$ cat config.mk
export PLATFORM = sky130hd
export DESIGN_NAME = pc_ir_unit_flat
export DESIGN_NICKNAME = d
export VERILOG_FILES = /design/src/rtl/pc_ir_unit_if.sv /design/src/rtl/pc_ir_unit.sv /design/src/flat_wrapper.sv
export SDC_FILE = /design/constraint.sdc
export NUM_CORES = 1
export LEC_CHECK = 0
export CORE_UTILIZATION = 38
export CTS_CLUSTER_SIZE = 12
export DETAILED_ROUTE_END_ITERATION = 7
export HOLD_SLACK_MARGIN = 0.1
export PLACE_DENSITY = 0.89
export REMOVE_ABC_BUFFERS = 1
export SLEW_MARGIN = 15
export SYNTH_ARGS = -nofsm -noshare
export SYNTH_HDL_FRONTEND = slang
export SYNTH_SLANG_ARGS = --single-unit
$ cat constraint.sdc
create_clock -name clk -period 1.6 [get_ports clk]
set_input_delay 0.24 -clock clk [delete_from_list [all_inputs] [get_ports clk]]
set_output_delay 0.24 -clock clk [all_outputs]
set_load 0.1 [all_outputs]
$ cat src/rtl/pc_ir_unit_if.sv
// Memory handshake between the PC/IR front end and instruction/data memory.
// The front end is the master: it drives the address and the fetch request.
interface pc_ir_unit_if #(
    parameter int WIDTH = 32
);
    logic [WIDTH-1:0] mem_addr;
    logic             mem_req;
    logic [WIDTH-1:0] mem_rdata;
    logic             mem_ready;

    modport master (
        output mem_addr,
        output mem_req,
        input  mem_rdata,
        input  mem_ready
    );

    modport slave (
        input  mem_addr,
        input  mem_req,
        output mem_rdata,
        output mem_ready
    );
endinterface

$ cat src/rtl/pc_ir_unit.sv
// Multicycle datapath front end: PC, IR, MDR and ALUOut registers, memory address
// select, conditional PC update and the instruction fetch handshake with timeout.
//
// state  | meaning
// S_IDLE | no fetch outstanding; IRWrite starts one (zero-wait if mem_ready)
// S_WAIT | fetch outstanding; waiting for mem_ready or the timeout
module pc_ir_unit #(
    parameter int               WIDTH    = 32,
    parameter logic [WIDTH-1:0] RESET_PC = '0,
    parameter int               TIMEOUT  = 16
) (
    input  logic              clk,
    input  logic              reset,
    input  logic              PCWrite_i,
    input  logic [1:0]        PCWriteCond_i,
    input  logic [1:0]        PCSource_i,
    input  logic              IorD_i,
    input  logic              IRWrite_i,
    input  logic [WIDTH-1:0]  alu_result_i,
    input  logic              alu_zero_i,
    input  logic              alu_neg_i,
    input  logic [WIDTH-1:0]  reg_a_i,
    pc_ir_unit_if.master      mem,
    output logic [WIDTH-1:0]  pc_o,
    output logic [31:0]       ir_o,
    output logic [5:0]        opCode_o,
    output logic [WIDTH-1:0]  mdr_o,
    output logic [WIDTH-1:0]  alu_out_o,
    output logic              stall_o,
    output logic              fetch_err_o
);

    typedef enum logic {
        S_IDLE = 1'b0,
        S_WAIT = 1'b1
    } state_t;

    localparam int            CW      = $clog2(TIMEOUT + 1);
    localparam logic [CW-1:0] CNT_MAX = CW'(TIMEOUT);

    state_t            state_q, state_d;
    logic [CW-1:0]     cnt_q, cnt_d;
    logic              fetch_done, fetch_abort;
    logic              stall;

    logic [WIDTH-1:0]  pc_q, pc_d;
    logic [31:0]       ir_q, ir_d;
    logic [WIDTH-1:0]  mdr_q, mdr_d;
    logic [WIDTH-1:0]  alu_out_q, alu_out_d;
    logic              err_q, err_d;

    logic              take;
    logic [WIDTH-1:0]  jump_tgt;
    logic [WIDTH-1:0]  pc_src;

    always_ff @(posedge clk or negedge reset) begin
        if (!reset) begin
            state_q <= S_IDLE;
            cnt_q   <= '0;
        end else begin
            state_q <= state_d;
            cnt_q   <= cnt_d;
        end
    end

    always_comb begin
        state_d     = state_q;
        cnt_d       = cnt_q;
        fetch_done  = 1'b0;
        fetch_abort = 1'b0;
        case (state_q)
            S_IDLE: begin
                if (IRWrite_i) begin
                    if (mem.mem_ready) begin
                        fetch_done = 1'b1;
                    end else begin
                        state_d = S_WAIT;
                        cnt_d   = CW'(1);
                    end
                end
            end
            S_WAIT: begin
                if (mem.mem_ready) begin
                    fetch_done = 1'b1;
                    state_d    = S_IDLE;
                    cnt_d      = '0;
                end else if (cnt_q == CNT_MAX) begin
                    fetch_abort = 1'b1;
                    state_d     = S_IDLE;
                    cnt_d       = '0;
                end else begin
                    cnt_d = cnt_q + CW'(1);
                end
            end
            default: begin
                state_d = S_IDLE;
                cnt_d   = '0;
            end
        endcase
    end

    // Stall drops in the cycle the fetch resolves so control_unit advances on that edge.
    always_comb begin
        mem.mem_req = 1'b0;
        stall       = 1'b0;
        case (state_q)
            S_IDLE: begin
                mem.mem_req = IRWrite_i;
                stall       = IRWrite_i & ~mem.mem_ready;
            end
            S_WAIT: begin
                mem.mem_req = 1'b1;
                stall       = ~(mem.mem_ready | (cnt_q == CNT_MAX));
            end
            default: begin
                mem.mem_req = 1'b0;
                stall       = 1'b0;
            end
        endcase
    end

    always_comb begin
        take = PCWrite_i;
        case (PCWriteCond_i)
            2'b01:   take = PCWrite_i | alu_zero_i;
            2'b10:   take = PCWrite_i | ~alu_zero_i;
            2'b11:   take = PCWrite_i | alu_neg_i | alu_zero_i;
            default: take = PCWrite_i;
        endcase
    end

    // Jump keeps the upper PC bits of the current (pre-update) PC.
    always_comb begin
        jump_tgt        = pc_q;
        jump_tgt[27:0]  = {ir_q[25:0], 2'b00};
        case (PCSource_i)
            2'b00:   pc_src = alu_result_i;
            2'b01:   pc_src = alu_out_q;
            2'b10:   pc_src = jump_tgt;
            default: pc_src = reg_a_i;
        endcase
    end

    always_comb begin
        pc_d      = (take && !stall) ? pc_src : pc_q;
        alu_out_d = alu_result_i;
        mdr_d     = mem.mem_ready ? mem.mem_rdata : mdr_q;
        ir_d      = ir_q;
        err_d     = err_q;
        if (fetch_done) begin
            ir_d = mem.mem_rdata[31:0];
        end else if (fetch_abort) begin
            ir_d  = '0;
            err_d = 1'b1;
        end
    end

    always_ff @(posedge clk or negedge reset) begin
        if (!reset) begin
            pc_q      <= RESET_PC;
            ir_q      <= '0;
            mdr_q     <= '0;
            alu_out_q <= '0;
            err_q     <= 1'b0;
        end else begin
            pc_q      <= pc_d;
            ir_q      <= ir_d;
            mdr_q     <= mdr_d;
            alu_out_q <= alu_out_d;
            err_q     <= err_d;
        end
    end

    assign mem.mem_addr = IorD_i ? alu_out_q : pc_q;
    assign pc_o         = pc_q;
    assign ir_o         = ir_q;
    assign opCode_o     = ir_q[31:26];
    assign mdr_o        = mdr_q;
    assign alu_out_o    = alu_out_q;
    assign stall_o      = stall;
    assign fetch_err_o  = err_q;

endmodule

$ cat src/flat_wrapper.sv
// flat-port wrapper written by rule: the top's interface ports become plain ports
module pc_ir_unit_flat 
#(
    parameter int               WIDTH    = 32,
    parameter logic [WIDTH-1:0] RESET_PC = '0,
    parameter int               TIMEOUT  = 16
)
  (clk, reset, PCWrite_i, PCWriteCond_i, PCSource_i, IorD_i, IRWrite_i, alu_result_i, alu_zero_i, alu_neg_i, reg_a_i, pc_o, ir_o, opCode_o, mdr_o, alu_out_o, stall_o, fetch_err_o, mem_mem_addr, mem_mem_req, mem_mem_rdata, mem_mem_ready);
  pc_ir_unit_if #(.WIDTH(WIDTH)) mem_i ();
  input  logic clk;
  input  logic reset;
  input  logic PCWrite_i;
  input  logic [1:0] PCWriteCond_i;
  input  logic [1:0] PCSource_i;
  input  logic IorD_i;
  input  logic IRWrite_i;
  input  logic [WIDTH-1:0] alu_result_i;
  input  logic alu_zero_i;
  input  logic alu_neg_i;
  input  logic [WIDTH-1:0] reg_a_i;
  output logic [WIDTH-1:0] pc_o;
  output logic [31:0] ir_o;
  output logic [5:0] opCode_o;
  output logic [WIDTH-1:0] mdr_o;
  output logic [WIDTH-1:0] alu_out_o;
  output logic stall_o;
  output logic fetch_err_o;
  output wire logic [$bits(mem_i.mem_addr)-1:0] mem_mem_addr;
  output wire logic [$bits(mem_i.mem_req)-1:0] mem_mem_req;
  input wire logic [$bits(mem_i.mem_rdata)-1:0] mem_mem_rdata;
  input wire logic [$bits(mem_i.mem_ready)-1:0] mem_mem_ready;
  assign mem_mem_addr = mem_i.mem_addr;
  assign mem_mem_req = mem_i.mem_req;
  assign mem_i.mem_rdata = mem_mem_rdata;
  assign mem_i.mem_ready = mem_mem_ready;
  pc_ir_unit #(.WIDTH(WIDTH), .RESET_PC(RESET_PC), .TIMEOUT(TIMEOUT)) u_core (.clk(clk), .reset(reset), .PCWrite_i(PCWrite_i), .PCWriteCond_i(PCWriteCond_i), .PCSource_i(PCSource_i), .IorD_i(IorD_i), .IRWrite_i(IRWrite_i), .alu_result_i(alu_result_i), .alu_zero_i(alu_zero_i), .alu_neg_i(alu_neg_i), .reg_a_i(reg_a_i), .mem(mem_i), .pc_o(pc_o), .ir_o(ir_o), .opCode_o(opCode_o), .mdr_o(mdr_o), .alu_out_o(alu_out_o), .stall_o(stall_o), .fetch_err_o(fetch_err_o));
endmodule
==> out/results.ini <==
[status]
status=finished, violations left
violations=setup timing

[clock_network]
cts.sinks=135
cts_buffers=17
h-tree-depth=4
cts.path.max_buffers=2
path_clk_slew_ns=0.06
clk_latency_ns=0.41
clockRootBuffer=clkbuf_16
cts_tree=yes

[routing]
drc=0
vias=5190
viasPerCell=5.17
dr.pass1.iters=4
wl_per_cell_um=22.8
drt-total-wl_um=22900
drtIter0Drc=211
postRouteAntennaNets=0

[floorplanning]
io_pins=277
core_mm2=0.0158
die_h_um=129
start_util_pct=38.7
fp.dieW_um=129
die-area_mm2=0.0166
fp-row-count=46

[setup_path]
cp-end-kind=flop
critPathArrivalTime_ns=2.24
cp_max_fo=13
slowest_delay_ns=0.40
startpoint_type=flop
regToRegSetupSlack_ns=-0.34
cp.required_ns=1.90
critical_path_class=reg -> reg
crit_chain=inv_2 -> ha_4 -> and4bb_4 -> a21oi_4 -> buf_6 -> nor2_4 -> buf_12 -> mux2_4
cp_slowest_cell=dfrtp_1

[finish]
fin_area_mm2=0.0121
diodes=0
nets=886
fin_cells=1004
area_growth_pct=98.5
drive_gt1_share_pct=54.8

[yosys]
ys_top_cells_by_area=dfrtp_1 55%, mux2_2 14%, mux4_2 9.6%
synth_cell_types=33
syn-instance-count=441
postSynth.asyncResetShare_pct=100
netlist_area_mm2=0.00612
synthFlopType=dfrtp_1
synth-seq-area-share_pct=55.2
syn_area_per_cell_um2=13.9
yosysWarnings=0
yosysTopAreaCellShare_pct=55.2
yosysTopAreaCell=dfrtp_1
yosys-top-cells-count=135 x dfrtp_1, 77 x mux2_2, 71 x nand2_1, 39 x o21ai_0, 26 x mux4_2
synth.ff_latch_count=135
synth-edff-count=0
synth_most_common_cell=dfrtp_1

[timing]
slew_headroom_pct=67.2
finalCriticalPeriod_ns=1.94
finalClockSkew_ns=0.00971
worst_slew_pin_slew_ns=0.492
slew_viol_final=0
setup_viol=64
rsz0062_at_grt=true
setup_ws_ns=-0.342
finalHoldViolations=0
fin_crit_sh_pct=121
fmax_mhz=515

[power_and_ir_drop]
powerDensity_mw_per_mm2=1360
total_power_mw=16.5
max-vdd-ir-drop_uv=853
p_leak_nw=5.36

[place]
gp_congestion=0.854
dp_hpwl_um=16100
io_buffers=276
placed_cells=929
place_area_mm2=0.0110

[grt]
grt_pass1_wl_um=33100
first_global_vias=5553
grt_use_met2_pct=48.6
grt_usage_pct=27.3
antenna_found_initial=0
grt_max_degree=43
grt_use_met3_pct=7.40
busiest_layer=met2
gr-total-overflow=0
grt_use_met1_pct=30.6

[flow_run]
max_cap_violations=0

[min_path]
hold_class=in -> reg

## cells in the final DEF, fill, tap and decap left out, types with 2 or more instances in the layout
master             n
buf_2              4
buf_6              6
nand3_1            2
clkbuf_1           4
dfrtp_2           21
clkdlybuf4s50_1  102
dfrtp_1          114
nand2_1           70
mux4_2            26
clkbuf_16         20
clkinv_2           5
mux2_4            34
buf_16             2
o21ai_0           30
mux2_2            63
o21ai_1            8
inv_2              2
buf_12           186
and2_4             2
buf_4             47
mux2i_1            6
a22o_1             4
nor2b_1            3
clkinvlp_4         2
## sequential cells by signal (all words and copies together), names as in the netlist
signal and count:
u_core.alu_out_o 32, u_core.ir_o 32, u_core.mdr_o 32, u_core.pc_o 32
u_core.cnt_q 5, u_core.fetch_err_o 1, u_core.state_q 1
## stage by stage
stage	setup TNS, ns	setup WS, ns	hold slack (ns)	util (%)
3_5_place_dp	-14.00	-0.320	0.200	69.8
4_1_cts	-9.57	-0.335	0.276	75.0
6_report	-11.55	-0.342	0.289	76.8
3_3_place_gp	-11.70	-0.295	0.191	69.8
2_1_floorplan	-38.66	-0.701	-0.0556	-
5_1_grt	-14.99	-0.393	0.280	76.8
## final cells by class
cell class	count	area, µm²
clock buffer	22	454
sequential	135	3400
fill	871	3680
multi-input combinational	268	2610
tap	216	270
clock inverter	9	78.8
inverter	3	11.3
timing repair buffer	351	5330
## power breakdown
| part | switching, mW | internal (mW) |
|---|---|---|
| logic | 5.24 | 3.27 |
| registers | 0.552 | 3.84 |
| clock network | 1.45 | 2.16 |
## worst paths after layout
kind	from	endpoint	cells after the start
setup reg to reg	u_core.cnt_q[1]	u_core.pc_o[2]	8
hold reg to reg	u_core.fetch_err_o	u_core.fetch_err_o	1
hold / removal	alu_result_i[7]	u_core.alu_out_o[7]	1
setup / recovery	u_core.cnt_q[1]	u_core.pc_o[2]	8
min in group asynchronous	reset	u_core.mdr_o[8]	2
max in group asynchronous	reset	u_core.pc_o[31]	3
## layer usage
layer  part of all wire (%)  up-vias
met2                     54      230
met1                     37     2679
li1                       -     2234
met5                      0        -
met4                    2.9        0
met3                    5.9       47
## critical path, delay by kind of cell, from the launching register on
kind | cells | cell delay [ns]
AND/OR/NAND/NOR | 2 | 0.46
adder cells (fa/ha/maj) | 1 | 0.13
multiplexers | 1 | 0.32
AO/OA/AOI/OAI | 1 | 0.06
buffers and inverters | 3 | 0.43
flip-flops | 1 | 0.40
## what timing repair did
action	4_1_cts	5_1_grt
hold buffers	1	0
pin swaps	5	3
endpoints found under the setup margin	75	92
endpoints found under the hold margin	37	0
gates resized for setup	41	23
buffers inserted	11	27
cloned	3	3
## kinds of logic after synthesis
kind of cell | share of synthesized area (%)
adder cells (fa/ha/maj) | 0.409
flip-flops | 55.2
AO/OA/AOI/OAI | 4.60
buffers and inverters | 3.62
XOR/XNOR | 0.286
multiplexers | 29.6
AND/OR/NAND/NOR | 6.26
(Power assumes the default switching activity.)
